<file path="src/rtl/hs_fifo.sv">
// Multi-entry valid/ready FIFO with occupancy count and almost-full flag.
// Define HS_FIFO_BYPASS_EN for a zero-latency pass-through path when the FIFO is empty.
module hs_fifo #(
  parameter int unsigned WIDTH    = 4,
  parameter int unsigned DEPTH    = 4,
  parameter int unsigned AF_LEVEL = 3
) (
  input  logic                       clk,
  input  logic                       reset,
  input  logic [WIDTH-1:0]           data_in,
  input  logic                       v_in,
  output logic                       r_out,
  output logic [WIDTH-1:0]           data_out,
  output logic                       v_out,
  input  logic                       r_in,
  output logic [$clog2(DEPTH+1)-1:0] count,
  output logic                       almost_full
);

  localparam int unsigned CW = $clog2(DEPTH + 1);
  localparam int unsigned PW = $clog2(DEPTH);

  logic [WIDTH-1:0] mem [DEPTH];
  logic [PW-1:0]    wr_ptr;
  logic [PW-1:0]    rd_ptr;
  logic [CW-1:0]    count_q;
  logic             empty;
  logic             full;
  logic             push;
  logic             pop;

  assign empty = (count_q == '0);
  assign full  = (count_q == CW'(DEPTH));

  // Outputs are forced to their reset values for the whole reset cycle.
  assign r_out       = ~full & ~reset;
  assign count       = reset ? '0 : count_q;
  assign almost_full = ~reset & (count_q >= CW'(AF_LEVEL));
  assign pop         = ~reset & ~empty & r_in;

`ifdef HS_FIFO_BYPASS_EN
  logic pass;

  // An empty FIFO presents the incoming word directly; it is stored only if not taken.
  assign pass     = ~reset & empty & v_in & r_in;
  assign v_out    = ~reset & (~empty | v_in);
  assign data_out = reset ? '0 : (~empty ? mem[rd_ptr] : (v_in ? data_in : '0));
  assign push     = v_in & r_out & ~pass;
`else
  assign v_out    = ~reset & ~empty;
  assign data_out = v_out ? mem[rd_ptr] : '0;
  assign push     = v_in & r_out;
`endif

  // Pointer and occupancy state; wrap is an explicit compare so DEPTH need not be 2^n.
  always_ff @(posedge clk) begin
    if (reset) begin
      wr_ptr  <= '0;
      rd_ptr  <= '0;
      count_q <= '0;
    end else begin
      if (push) begin
        wr_ptr <= (wr_ptr == PW'(DEPTH - 1)) ? '0 : wr_ptr + PW'(1);
      end
      if (pop) begin
        rd_ptr <= (rd_ptr == PW'(DEPTH - 1)) ? '0 : rd_ptr + PW'(1);
      end
      case ({push, pop})
        2'b10:   count_q <= count_q + CW'(1);
        2'b01:   count_q <= count_q - CW'(1);
        default: count_q <= count_q;
      endcase
    end
  end

  // Storage is not reset; it is only visible while v_out is high.
  always_ff @(posedge clk) begin
    if (push) begin
      mem[wr_ptr] <= data_in;
    end
  end

endmodule

</file>
<file path="config.mk">
export PLATFORM = sky130hd
export DESIGN_NAME = hs_fifo
export DESIGN_NICKNAME = d
export VERILOG_FILES = /design/src/rtl/hs_fifo.sv
export SDC_FILE = /design/constraint.sdc
export NUM_CORES = 1
export LEC_CHECK = 0
export ABC_AREA = 1
export BUFFER_PORTS_ARGS = -buffer_cell sky130_fd_sc_hd__buf_2
export CELL_PAD_IN_SITES_DETAIL_PLACEMENT = 0
export CELL_PAD_IN_SITES_GLOBAL_PLACEMENT = 2
export CORE_MARGIN = 10
export CORE_UTILIZATION = 33
export DETAILED_ROUTE_END_ITERATION = 8
export PLACE_DENSITY_LB_ADDON = 0.1
export RECOVER_POWER = 50
export SLEW_MARGIN = 10
export SYNTH_ARGS = -nofsm -noshare
export SYNTH_HDL_FRONTEND = slang
export SYNTH_SLANG_ARGS = --single-unit
export TNS_END_PERCENT = 20
</file>
<file path="constraint.sdc">
create_clock -name clk -period 2.2 [get_ports clk]
set_input_delay 0.44 -clock clk [delete_from_list [all_inputs] [get_ports clk]]
set_output_delay 0.44 -clock clk [all_outputs]
set_load 0.02 [all_outputs]
</file>
* Yosys cells after proc, flatten, opt, wreduce, memory -nomap -nowiden
Memory sizes are Yosys's and may differ from the RTL's. A register that Yosys moved wholly into a read port is not among the register bits.
Cells that the tools add are included.
** Word-level totals
- Register bits :: 7
- Memory bits (writable) :: 16
- Input bits :: 8
- Output and inout port bits :: 10
- Logic and storage cells :: 33
- Memories :: 1
** Cells by class
- Add/sub/neg operators :: 4
- $lt $le $gt $ge :: 1
- Equal/unequal tests :: 5
- Muxes and demuxes :: 9
- Bitwise logic cells :: 8
- Reductions and logical operators :: 2
** Memory list
- mem :: depth 4, bits a word 4, rd ports 1, clocked after Yosys merged registers in 1, wr ports 1, RTL line 23 : logic [WIDTH-1:0] mem [DEPTH];
** Operator list (number)
- 2-to-1 mux 2 bit :: 4
- == test 2 bit (second input constant) :: 3
- case mux 3 bit (2 select lines) :: 1
- AND 1 bit :: 5
- adder 2 x 1 -> 2 bit (second input constant) :: 2
- 2-to-1 mux 4 bit :: 1
- adder 3 x 1 -> 3 bit (second input constant) :: 1
- == test 3 bit (second input constant) :: 1
- >= comparator 3 x 2 -> 1 bit (second input constant) :: 1
- zero test 3 bit :: 1
- 2-to-1 mux 3 bit :: 1
- inverter 1 bit :: 3
- subtractor 3 x 1 -> 3 bit (second input constant) :: 1
- == test 2 x 1 -> 1 bit (second input constant) :: 1
- 2-to-1 mux 1 bit :: 2
- nonzero test 2 bit :: 1

* Longest topological paths before layout
- Depth after elaboration :: 6
- Depth in mapped cells :: 13
- Mapped depth without buffers :: 13

* Worst setup path before layout
No wires, ideal clock.
- Path kind :: flip-flop to flip-flop
- From :: reg count_q[0]
- To :: reg count_q[2]
- Setup time :: 0.113 ns
- Arrival :: 1.552 ns
- Required time :: 2.087 ns
- Setup slack :: 0.535 ns
- Cell stages (with the launch flop) :: 13
- Path buffers :: 0
- Period minus slack after synthesis :: 1.665 ns
- Cells stage by stage :: dfxtp_1 > nor2_2 > nand2_2 > nand3_4 > ha_1 > inv_1 > fa_1 > inv_1 > nand2_1 > nand3_1 > nand2_1 > nand2_1 > nor2_1
** Between the ends
- Word-level cells in the longest chain between the ends :: 6
- Elaborated cells on any way between the ends :: 14
- Classes of those cells :: 2 x add/sub; 3 x eq/ne; 1 x mux; 6 x bitwise; 2 x reduce/logical
** RTL lines
- from (decl) :: RTL line 26 : logic [CW-1:0] count_q;
- from (signal assigned) :: RTL line 69 : 2'b10: count_q <= count_q + CW'(1);
- from (signal assigned) :: RTL line 70 : 2'b01: count_q <= count_q - CW'(1);
- from (signal assigned) :: RTL line 71 : default: count_q <= count_q;
- == test 3 bit / zero test 3 bit (equally long branches) :: RTL line 33, 32
- inverter 1 bit, on equally long branches :: RTL line 36, 39
- AND 1 bit, on equally long branches :: RTL line 36, 39
- AND 1 bit, on equally long branches :: RTL line 52, 39
- == test 2 x 1 -> 1 bit / == test 2 bit (equally long branches) :: RTL line 68 : case ({push, pop})
- case mux 3 bit (2 select lines) / nonzero test 2 bit (equally long branches)
Several ways; a longest one is shown, not always the timed one.
A chain may end at the register's enable or synchronous reset.

* Final worst setup path
Ends and elaborated chain as after synthesis.

==> impl_metrics.tcl <==
set metrics [dict create \
    die_area_mm2 0.00633 \
    firstDrtPassIters 4 \
    crit_slowest_cell "fa_1" \
    total_power_w 0.000895 \
    fillerInstances 362 \
    drt_iter0_drc 51 \
    rows 21 \
    skew_ns 0.00506 \
    drv_cap 0 \
    drive_above_1_share_pct 17.2 \
    rsz0062_at_grt "false" \
    netlist.area_leader.share_pct 41.1 \
    endpoint_kind "register" \
    min_path_cells 1 \
    yosys_warnings 0 \
    fmax_mhz 531 \
    synth.avg_cell_area_um2 9.36 \
    overflow 0 \
    p_leak_nw 0.575 \
    worstMarginPinSlew_ns 0.367 \
    fin_crit_sh_pct 85.6 \
    synth.area.top_cells "edfxtp_1, dfxtp_1, nor2_1" \
    setup_tns_ns 0 \
    syn_inst 125 \
    ant_nets 0 \
    fp.coreArea_mm2 0.00339 \
    start_util_pct 34.5 \
    ys_types 16 \
    path_max_fanout 9 \
    die_w_um 79.5 \
    diodes 0 \
    htreeDepth 1 \
    r2r_slack_ns 0.32 \
    dp_hpwl_um 1720 \
    cts_buffers 3 \
    slew_violations 0 \
    syn-num-nets 140 \
    setup_viol 0 \
    wirelength_um 2080 \
    max-slew-margin-rel_pct 75.4 \
    critPathMaxStageDelay_ns 0.37 \
    ys_ff_latch 25 \
    hold_viol 0 \
    grt_pass1_wl_um 3590 \
    fin_cells 191 \
    postLayoutCellArea_mm2 0.00132 \
    synth_edf_count 16 \
    avgViaCountPerCell 4.29 \
    criticalPathCategory "register to register" \
    critPathArrivalTime_ns 2.13 \
    cts_buffer_depth 2 \
    ios 18 \
    layout_common_cells "nor2_1, inv_1, edfxtp_1" \
    cts_tree "done" \
    via_count 819 \
    die_h_um 79.5 \
    clk-insertion-delay-late_ns 0.30 \
    gp_congestion 0.715 \
    crit_chain "nor2_1 > nand2_2 > nand3_4 > ha_1 > inv_1 > fa_1 > nand2_1 > nand3_1 > nand2_1 > nand2_1 > nor2_1" \
    netlist_area_mm2 0.00117 \
    synth_top_flop_cell "edfxtp_1" \
    min_period_ns 1.88 \
    postCtsHoldBufs 0 \
    status "finished clean" \
    routedWlPerCell_um 10.9 \
    critPathMostFrequentCell "nand2_1" \
    drc 0 \
    cts_resized 0 \
    clk_pin_slew_worst_paths_ns 0.12 \
    async_reset_ff_share_pct 0 \
    synth_area_leader_cell "edfxtp_1" \
    place_inst 187 \
    required_ns 2.45 \
    ys_seq_area_share_pct 56.5 \
    nNetsFinal 161 \
    grt_usage_pct 7.17 \
    place_area_mm2 0.00131 \
    rr_worst_depth 11 \
    critPathLaunchType "register" \
    peakVddDrop_uv 318 \
    p_per_area_mw_per_mm2 677 \
    cts_root_buf "clkbuf_4" \
    grt_pass1_vias 790 \
    holdWs_ns 0.398 \
    antenna_found_initial 0 \
    grt_max_degree 14 \
    min_path_type "input pin to register" \
    postCtsSetupRepairBufs 0 \
    layout_commonest_cell "nor2_1" \
    cts_sinks 25 \
    area_growth_pct 13.0 \
    io_buffers 17 \
]
critical path: cells and delay by family, from the launching register on:
family / cells / cell delay (ns)
DFF: 1 / 0.36
adders and majority gates: 2 / 0.55
and+or+nand+nor: 8 / 0.84
buffers and inverters: 1 / 0.06
routing by layer:
layer,share of wire [%],up-vias,wire (µm),GRT usage [%]
met5,0,-,0,0
li1,-,439,-,-
met3,4.3,2,90,3.04
met2,51,9,1050,12.4
met4,0.82,0,17,1.61
met1,44,369,915,7.96
registers in the layout, summed over array words and instances, names as in the netlist, named ones only:
| register | cells |
|---|---|
| count_q | 3 |
| mem | 16 |
| rd_ptr | 2 |
| wr_ptr | 2 |
layout make-up:
type | instances | area, µm² | share of cell area (%)
Multi-Input combinational cell | 80 | 423 | 32.0
Tap cell | 46 | 57.6 | 4.35
Sequential cell | 25 | 662 | 50.0
Timing Repair Buffer | 17 | 80.1 | 6.05
Clock buffer | 4 | 26.3 | 1.99
Inverter | 19 | 73.8 | 5.58
final timing paths:
kind | from | endpoint
worst min-delay path | data_in[3] | mem[2][3]$_DFFE_PP_
worst max-delay path | count_q[0]$_SDFFE_PP0P_ | count_q[2]$_SDFFE_PP0P_
worst min register to register | count_q[0]$_SDFFE_PP0P_ | count_q[0]$_SDFFE_PP0P_
worst max register to register | count_q[0]$_SDFFE_PP0P_ | count_q[2]$_SDFFE_PP0P_
cell usage after synthesis (3+ instances only):
master	number
a21oi_1	8
dfxtp_1	9
edfxtp_1	16
ha_1	6
inv_1	18
nand2_1	12
nand2_2	4
nor2_1	33
nor2_2	3
o21ai_0	10
metrics by stage:
stage          setup slack, ns  utilization [%]
2_1_floorplan            0.535                -
3_3_place_gp             0.293             38.6
3_5_place_dp             0.262             38.6
4_1_cts                  0.211             39.4
5_1_grt                  0.133             39.0
6_report                 0.317             39.0
cells by family (layout without fill, tap and decap cells):
logic type | after synthesis | after routing | share of synthesized area, %
buffers and inverters | 20 | 40 | 6.74
DFF | 25 | 25 | 56.5
adders and majority gates | 7 | 7 | 8.13
AOI/OAI and AO/OA | 18 | 18 | 7.70
and+or+nand+nor | 55 | 55 | 21.0
where the power goes:
part           switching, W  internal [W]
registers         0.0000188      0.000522
logic              0.000110     0.0000540
clock network      0.000119     0.0000707
total              0.000248      0.000647
(Power assumes the default switching activity.)
